File: src/rtl/ksa_mp_seq.sv
// Multi-precision add/subtract sequencer.
// Streams a WORDS x SIZE-bit operand pair through one SIZE-bit Kogge-Stone
// adder, least-significant word first, and chains each word's carry-out
// into the next word's carry-in.
//
//   state | meaning
//   IDLE  | waiting for a request, start_ready_o high
//   RUN   | one word per cycle through the adder, k_q = 0..WORDS-1
//   DONE  | result held stable, res_valid_o high until consumed

// Kogge-Stone prefix adder: S = A + B + Cin, Co = carry out of the MSB.
module KSA_Nbit #(
    parameter int SIZE = 32
) (
    input  logic [SIZE-1:0] A,
    input  logic [SIZE-1:0] B,
    input  logic            Cin,
    output logic [SIZE-1:0] S,
    output logic            Co
);
    localparam int LV = $clog2(SIZE);

    logic [SIZE-1:0] hp;
    logic [SIZE-1:0] g;
    logic [SIZE-1:0] p;
    logic [SIZE-1:0] g_n;
    logic [SIZE-1:0] p_n;
    logic [SIZE-1:0] carry;

    // Log-depth prefix tree; Cin is folded into bit 0's generate so every
    // final group generate is the carry into the next bit.
    always_comb begin
        hp    = A ^ B;
        g     = A & B;
        g[0]  = g[0] | (hp[0] & Cin);
        p     = hp;
        g_n   = '0;
        p_n   = '0;
        for (int l = 0; l < LV; l++) begin
            g_n = g;
            p_n = p;
            for (int i = 0; i < SIZE; i++) begin
                if (i >= (1 << l)) begin
                    g_n[i] = g[i] | (p[i] & g[i - (1 << l)]);
                    p_n[i] = p[i] & p[i - (1 << l)];
                end
            end
            g = g_n;
            p = p_n;
        end
        carry = {g[SIZE-2:0], Cin};
        S     = hp ^ carry;
        Co    = g[SIZE-1];
    end
endmodule

module ksa_mp_seq #(
    parameter int SIZE  = 32,
    parameter int WORDS = 4
) (
    input  logic                  clk_i,
    input  logic                  rst_n_i,
    input  logic                  start_valid_i,
    output logic                  start_ready_o,
    input  logic                  op_sub_i,
    input  logic [WORDS*SIZE-1:0] a_i,
    input  logic [WORDS*SIZE-1:0] b_i,
    input  logic                  cin_i,
    output logic                  res_valid_o,
    input  logic                  res_ready_i,
    output logic [WORDS*SIZE-1:0] sum_o,
    output logic                  cout_o,
    output logic                  ovf_o,
    output logic                  busy_o
);
    localparam int W  = WORDS * SIZE;
    localparam int KW = (WORDS > 1) ? $clog2(WORDS) : 1;

    typedef enum logic [1:0] {
        ST_IDLE = 2'd0,
        ST_RUN  = 2'd1,
        ST_DONE = 2'd2
    } state_t;

    state_t          state_q, state_d;
    logic [W-1:0]    a_q, a_d;
    logic [W-1:0]    b_q, b_d;
    logic [W-1:0]    sum_q, sum_d;
    logic            op_sub_q, op_sub_d;
    logic            carry_q, carry_d;
    logic            cout_q, cout_d;
    logic            ovf_q, ovf_d;
    logic [KW-1:0]   k_q, k_d;

    logic [SIZE-1:0] add_a;
    logic [SIZE-1:0] add_b;
    logic [SIZE-1:0] add_s;
    logic            add_co;
    logic            last_word;

    // Current word's operands; B is inverted in sub mode so A - B = A + ~B + 1.
    assign add_a     = a_q[k_q*SIZE +: SIZE];
    assign add_b     = b_q[k_q*SIZE +: SIZE] ^ {SIZE{op_sub_q}};
    assign last_word = (k_q == KW'(WORDS - 1));

    KSA_Nbit #(.SIZE(SIZE)) u_ksa (
        .A   (add_a),
        .B   (add_b),
        .Cin (carry_q),
        .S   (add_s),
        .Co  (add_co)
    );

    // State and datapath registers; reset drops any in-flight operation.
    always_ff @(posedge clk_i or negedge rst_n_i) begin
        if (!rst_n_i) begin
            state_q  <= ST_IDLE;
            a_q      <= '0;
            b_q      <= '0;
            sum_q    <= '0;
            op_sub_q <= 1'b0;
            carry_q  <= 1'b0;
            cout_q   <= 1'b0;
            ovf_q    <= 1'b0;
            k_q      <= '0;
        end else begin
            state_q  <= state_d;
            a_q      <= a_d;
            b_q      <= b_d;
            sum_q    <= sum_d;
            op_sub_q <= op_sub_d;
            carry_q  <= carry_d;
            cout_q   <= cout_d;
            ovf_q    <= ovf_d;
            k_q      <= k_d;
        end
    end

    // Next-state, word sequencing and handshake outputs.
    always_comb begin
        state_d       = state_q;
        a_d           = a_q;
        b_d           = b_q;
        sum_d         = sum_q;
        op_sub_d      = op_sub_q;
        carry_d       = carry_q;
        cout_d        = cout_q;
        ovf_d         = ovf_q;
        k_d           = k_q;
        start_ready_o = 1'b0;
        res_valid_o   = 1'b0;
        busy_o        = 1'b1;

        unique case (state_q)
            ST_IDLE: begin
                start_ready_o = 1'b1;
                busy_o        = 1'b0;
                if (start_valid_i) begin
                    a_d      = a_i;
                    b_d      = b_i;
                    op_sub_d = op_sub_i;
                    // In sub mode the +1 of two's complement and the borrow-in share this bit.
                    carry_d  = cin_i ^ op_sub_i;
                    k_d      = '0;
                    state_d  = ST_RUN;
                end
            end
            ST_RUN: begin
                sum_d[k_q*SIZE +: SIZE] = add_s;
                carry_d                 = add_co;
                if (last_word) begin
                    cout_d  = add_co;
                    ovf_d   = (add_a[SIZE-1] == add_b[SIZE-1]) &&
                              (add_s[SIZE-1] != add_a[SIZE-1]);
                    k_d     = '0;
                    state_d = ST_DONE;
                end else begin
                    k_d = k_q + KW'(1);
                end
            end
            ST_DONE: begin
                res_valid_o = 1'b1;
                if (res_ready_i) begin
                    state_d = ST_IDLE;
                end
            end
            default: begin
                state_d = ST_IDLE;
            end
        endcase
    end

    assign sum_o  = sum_q;
    assign cout_o = cout_q;
    assign ovf_o  = ovf_q;
endmodule

File: config.mk
export PLATFORM = sky130hd
export DESIGN_NAME = ksa_mp_seq
export DESIGN_NICKNAME = d
export VERILOG_FILES = /design/src/rtl/ksa_mp_seq.sv
export SDC_FILE = /design/constraint.sdc
export NUM_CORES = 1
export LEC_CHECK = 0
export ABC_CLOCK_PERIOD_IN_PS = 6000
export CAP_MARGIN = 20
export CORE_UTILIZATION = 40
export DETAILED_ROUTE_END_ITERATION = 10
export PLACE_DENSITY = 0.66
export SKIP_CTS_REPAIR_TIMING = 1
export SLEW_MARGIN = 0
export SYNTH_ARGS = -nofsm -noshare
export SYNTH_HDL_FRONTEND = slang
export SYNTH_SLANG_ARGS = --single-unit
File: constraint.sdc
create_clock -name clk_i -period 6 [get_ports clk_i]
set_input_delay 1.2 -clock clk_i [delete_from_list [all_inputs] [get_ports clk_i]]
set_output_delay 1.2 -clock clk_i [all_outputs]
set_load 0.05 [all_outputs]
==> key figures <==
Layout
  • Most common cell after layout, fill and taps aside: nand2_1
  • Most frequent cells in the layout: nand2_1, clkdlybuf4s50_1, dfrtp_1
  • Post-route cell area: 24,000 um^2
  • # diodes: 0
  • Layout cells sized above 1: 0.0794
  • Final net count: 2,450
  • Area Overhead vs Synth: 33.1%

Global route
  • First-pass GRT wire length: 84,700 um
  • Total grt overflow: 0
  • Tot GR Track Use: 0.237
  • Largest net degree at the start of global routing: 146
  • Vias in the first global route: 14,500
  • Initial antenna violation count: 2

STA
  • Final setup TNS: 0 ps
  • Slew Limit Fails: 0
  • Final Hold Viols: 0
  • Final period utilization: 0.745
  • FMAX: about 0.22 GHz
  • Final setup viols: 0
  • Final clock skew: around 13 ps
  • Worst rel slew slack: 0.332
  • Least-Margin Pin Slew: 1000 ps
  • Min Tclk post-route: 4470 ps
  • RSZ-0062 raised after global routing: false

Critical path
  • R2R cell count: 13
  • CP startpoint kind: flop
  • Crit path DAT: 4970 ps
  • CP Class: reg2reg
  • Crit. Startpoint: k_q[0]
  • Worst R2R Start: k_q[0]
  • Crit path capture type: flop
  • Worst reg2reg path endpoint: sum_o[90]
  • Required time of the critical path: 6500 ps
  • R2r setup slk: 1530 ps
  • Worst-path fanout max: 34

Clocking
  • Clock Tree Root: clkbuf_16
  • Longest Clk Path Bufs: 3
  • Clk_lat worst skew: roughly 560 ps
  • Clk slew on worst S/H paths: 60 ps
  • Total CTS buffers: 43
  • CTS H-Tree Depth: 2
  • Clock Sinks: 392
  • CTS tree: yes

Min path
  • Hold EP: a_q[86]
  • Hold Startpoint: a_q[86]
  • Hold Crit Class: reg2reg
  • Hold Path Cell Cnt: 2

Placed design
  • Post-DP HPWL: 39,100 um
  • Placer congestion estimate: 0.809
  • I/O Buffers: a little under 400
  • Dpl cell area: approximately 23,000 um^2

Detailed routing
  • Vias per inst: between 5 and 6
  • DRC viols: 0
  • Vias post-DR: 14,400
  • ANT nets after route: 0
  • Drt first pass iters: 5
  • Total Routed Length: ~54,000 um
  • Initial drt markers: 1,297
  • DR WL/cell: a little under 20 um

Die
  • Total core area: 44,300 um^2
  • I/O pin count: 395
  • Initial Util: 0.406
  • DIE WIDTH: between 200 and 250 um
  • Die height: 214 um
  • Die Area: 45,900 um^2
  • Rows: 77

Run
  • Number of max-cap violations: 0

Yosys
  • Seq/Total Area, Yosys: 0.545
  • Syn Area/Cell: between 10 and 15 um^2
  • Yosys warning total: 0
  • Synth Net Count: 2,100
  • Largest family of logic cells by synthesized area: simple AND/OR/NAND/NOR gates
  • Synth Register Bits: 392
  • XOR/XNOR share of the synthesized area: 0.0306
  • Mux contribution to synthesized area: 0.0801
  • Synth Area in Compound Gates: 0.0956
  • Post-synthesis cell type count: 55
  • Adder-cell share of the synthesized area: 0.0279
  • EDFF count, synth: 0
  • Cell Area, Synth: 18,000 um^2
  • Mapped Cells: 1,799
  • Simple-Gate Fraction of Synth Area: 0.196
  • Async S/R FF share, synth: 1.00
  • Predominant post-synthesis flop cell: dfrtp_1

Run status
  • Outcome: completed
-- state kept, by name, summed over array words and instances, names as in the netlist --
register and count:
cout_o 1, sum_o 128, carry_q 1, ovf_o 1, k_q 2, op_sub_q 1, state_q 2, a_q 128
b_q 128
-- layer usage --
layer / track usage / up-vias / share of wire / wire length (um)
met4: 0.0667 / 4 / 0.021 / 1120
met1: 0.352 / 7071 / 0.46 / 25200
met5: 0 / - / 0.00057 / 31
met2: 0.358 / 526 / 0.45 / 24300
li1: - / 6731 / - / -
met3: 0.0416 / 78 / 0.065 / 3550
-- cells by family (layout without fill, tap and decap cells) --
kind of cell             Yosys count  after routing
adder cells (fa/ha/maj)           39             39
buffers and inverters            119            498
AO/OA/AOI/OAI                    227            227
XOR/XNOR                          63             63
multiplexers                      64             64
flip-flops                       392            392
AND/OR/NAND/NOR                  895            895
-- worst max-delay path by stage --
| stage | end | depth (start not counted) |
|---|---|---|
| 6_report | sum_o[90] | 13 |
| 2_1_floorplan | carry_q | 13 |
| 3_5_place_dp | sum_o[90] | 13 |
| 3_3_place_gp | sum_o[58] | 13 |
| 5_1_grt | sum_o[122] | 13 |
| 4_1_cts | sum_o[58] | 13 |
-- layout make-up --
cell class / count / area (um^2)
clock inverter: 13 / 133
tap: 592 / 741
timing repair buffer: 411 / 4160
multi-input combinational: 1288 / 7770
fill: 3941 / 20400
clock buffer: 61 / 1280
inverter: 13 / 48.8
sequential: 392 / 9820
-- critical path, cell delays in order (launching register included) --
cell and delay (ps):
dfrtp_4 860, mux4_2 600, xnor2_1 330, fa_1 270, inv_1 60, fa_1 410, a211oi_1 320, o21a_1 190
nor2_2 80, a21oi_1 290, o21bai_1 150, o21a_1 220, xor2_1 380, a22o_1 200
-- through the flow --
| step | cells | setup WS, ps | util | hold slack, ps |
|---|---|---|---|---|
| 6_report | 2770 | 1530 | 0.541 | 470 |
| 5_1_grt | 2770 | 1210 | 0.541 | 487 |
| 4_1_cts | 2770 | 1520 | 0.541 | 473 |
| 3_5_place_dp | 2696 | 1540 | 0.509 | 459 |
| 3_3_place_gp | 2696 | 1610 | 0.509 | 453 |
| 2_1_floorplan | 1799 | 2090 | - | 440 |
-- cell usage after synthesis (2+ instances only) --
master | instances | area share
ha_1 | 37 | 0.026
xor2_1 | 42 | 0.020
fa_1 | 2 | 0.0022
dfrtp_1 | 392 | 0.54
o21a_1 | 5 | 0.0021
a21o_1 | 9 | 0.0038
a222oi_1 | 4 | 0.0022
or3_1 | 3 | 0.0010
or4_1 | 5 | 0.0021
buf_1 | 14 | 0.0029
nand4_1 | 8 | 0.0028
nand2b_1 | 9 | 0.0031
a21oi_1 | 32 | 0.0089
or2_2 | 2 | 0.00069
buf_2 | 8 | 0.0022
a22o_1 | 108 | 0.053
mux4_2 | 64 | 0.080
o211ai_1 | 2 | 0.00083
xnor2_1 | 21 | 0.010
a31oi_1 | 3 | 0.0010
and2_1 | 2 | 0.00069
a21oi_2 | 2 | 0.00097
o21bai_1 | 5 | 0.0021
o21ai_1 | 2 | 0.00056
o31ai_1 | 5 | 0.0021
nor3_2 | 2 | 0.0011
nor2b_1 | 5 | 0.0017
a211oi_1 | 4 | 0.0017
inv_1 | 13 | 0.0027
o221ai_1 | 2 | 0.00097
o21ai_0 | 32 | 0.0089
nor3_1 | 3 | 0.00083
nand2_1 | 816 | 0.17
clkbuf_1 | 84 | 0.018
nand3_1 | 9 | 0.0025
a31o_2 | 2 | 0.00097
nor2_1 | 23 | 0.0048
Power is left out: the tool's default activity adds up to more than one toggle a clock period on the data nets, which glitch-free logic cannot reach.
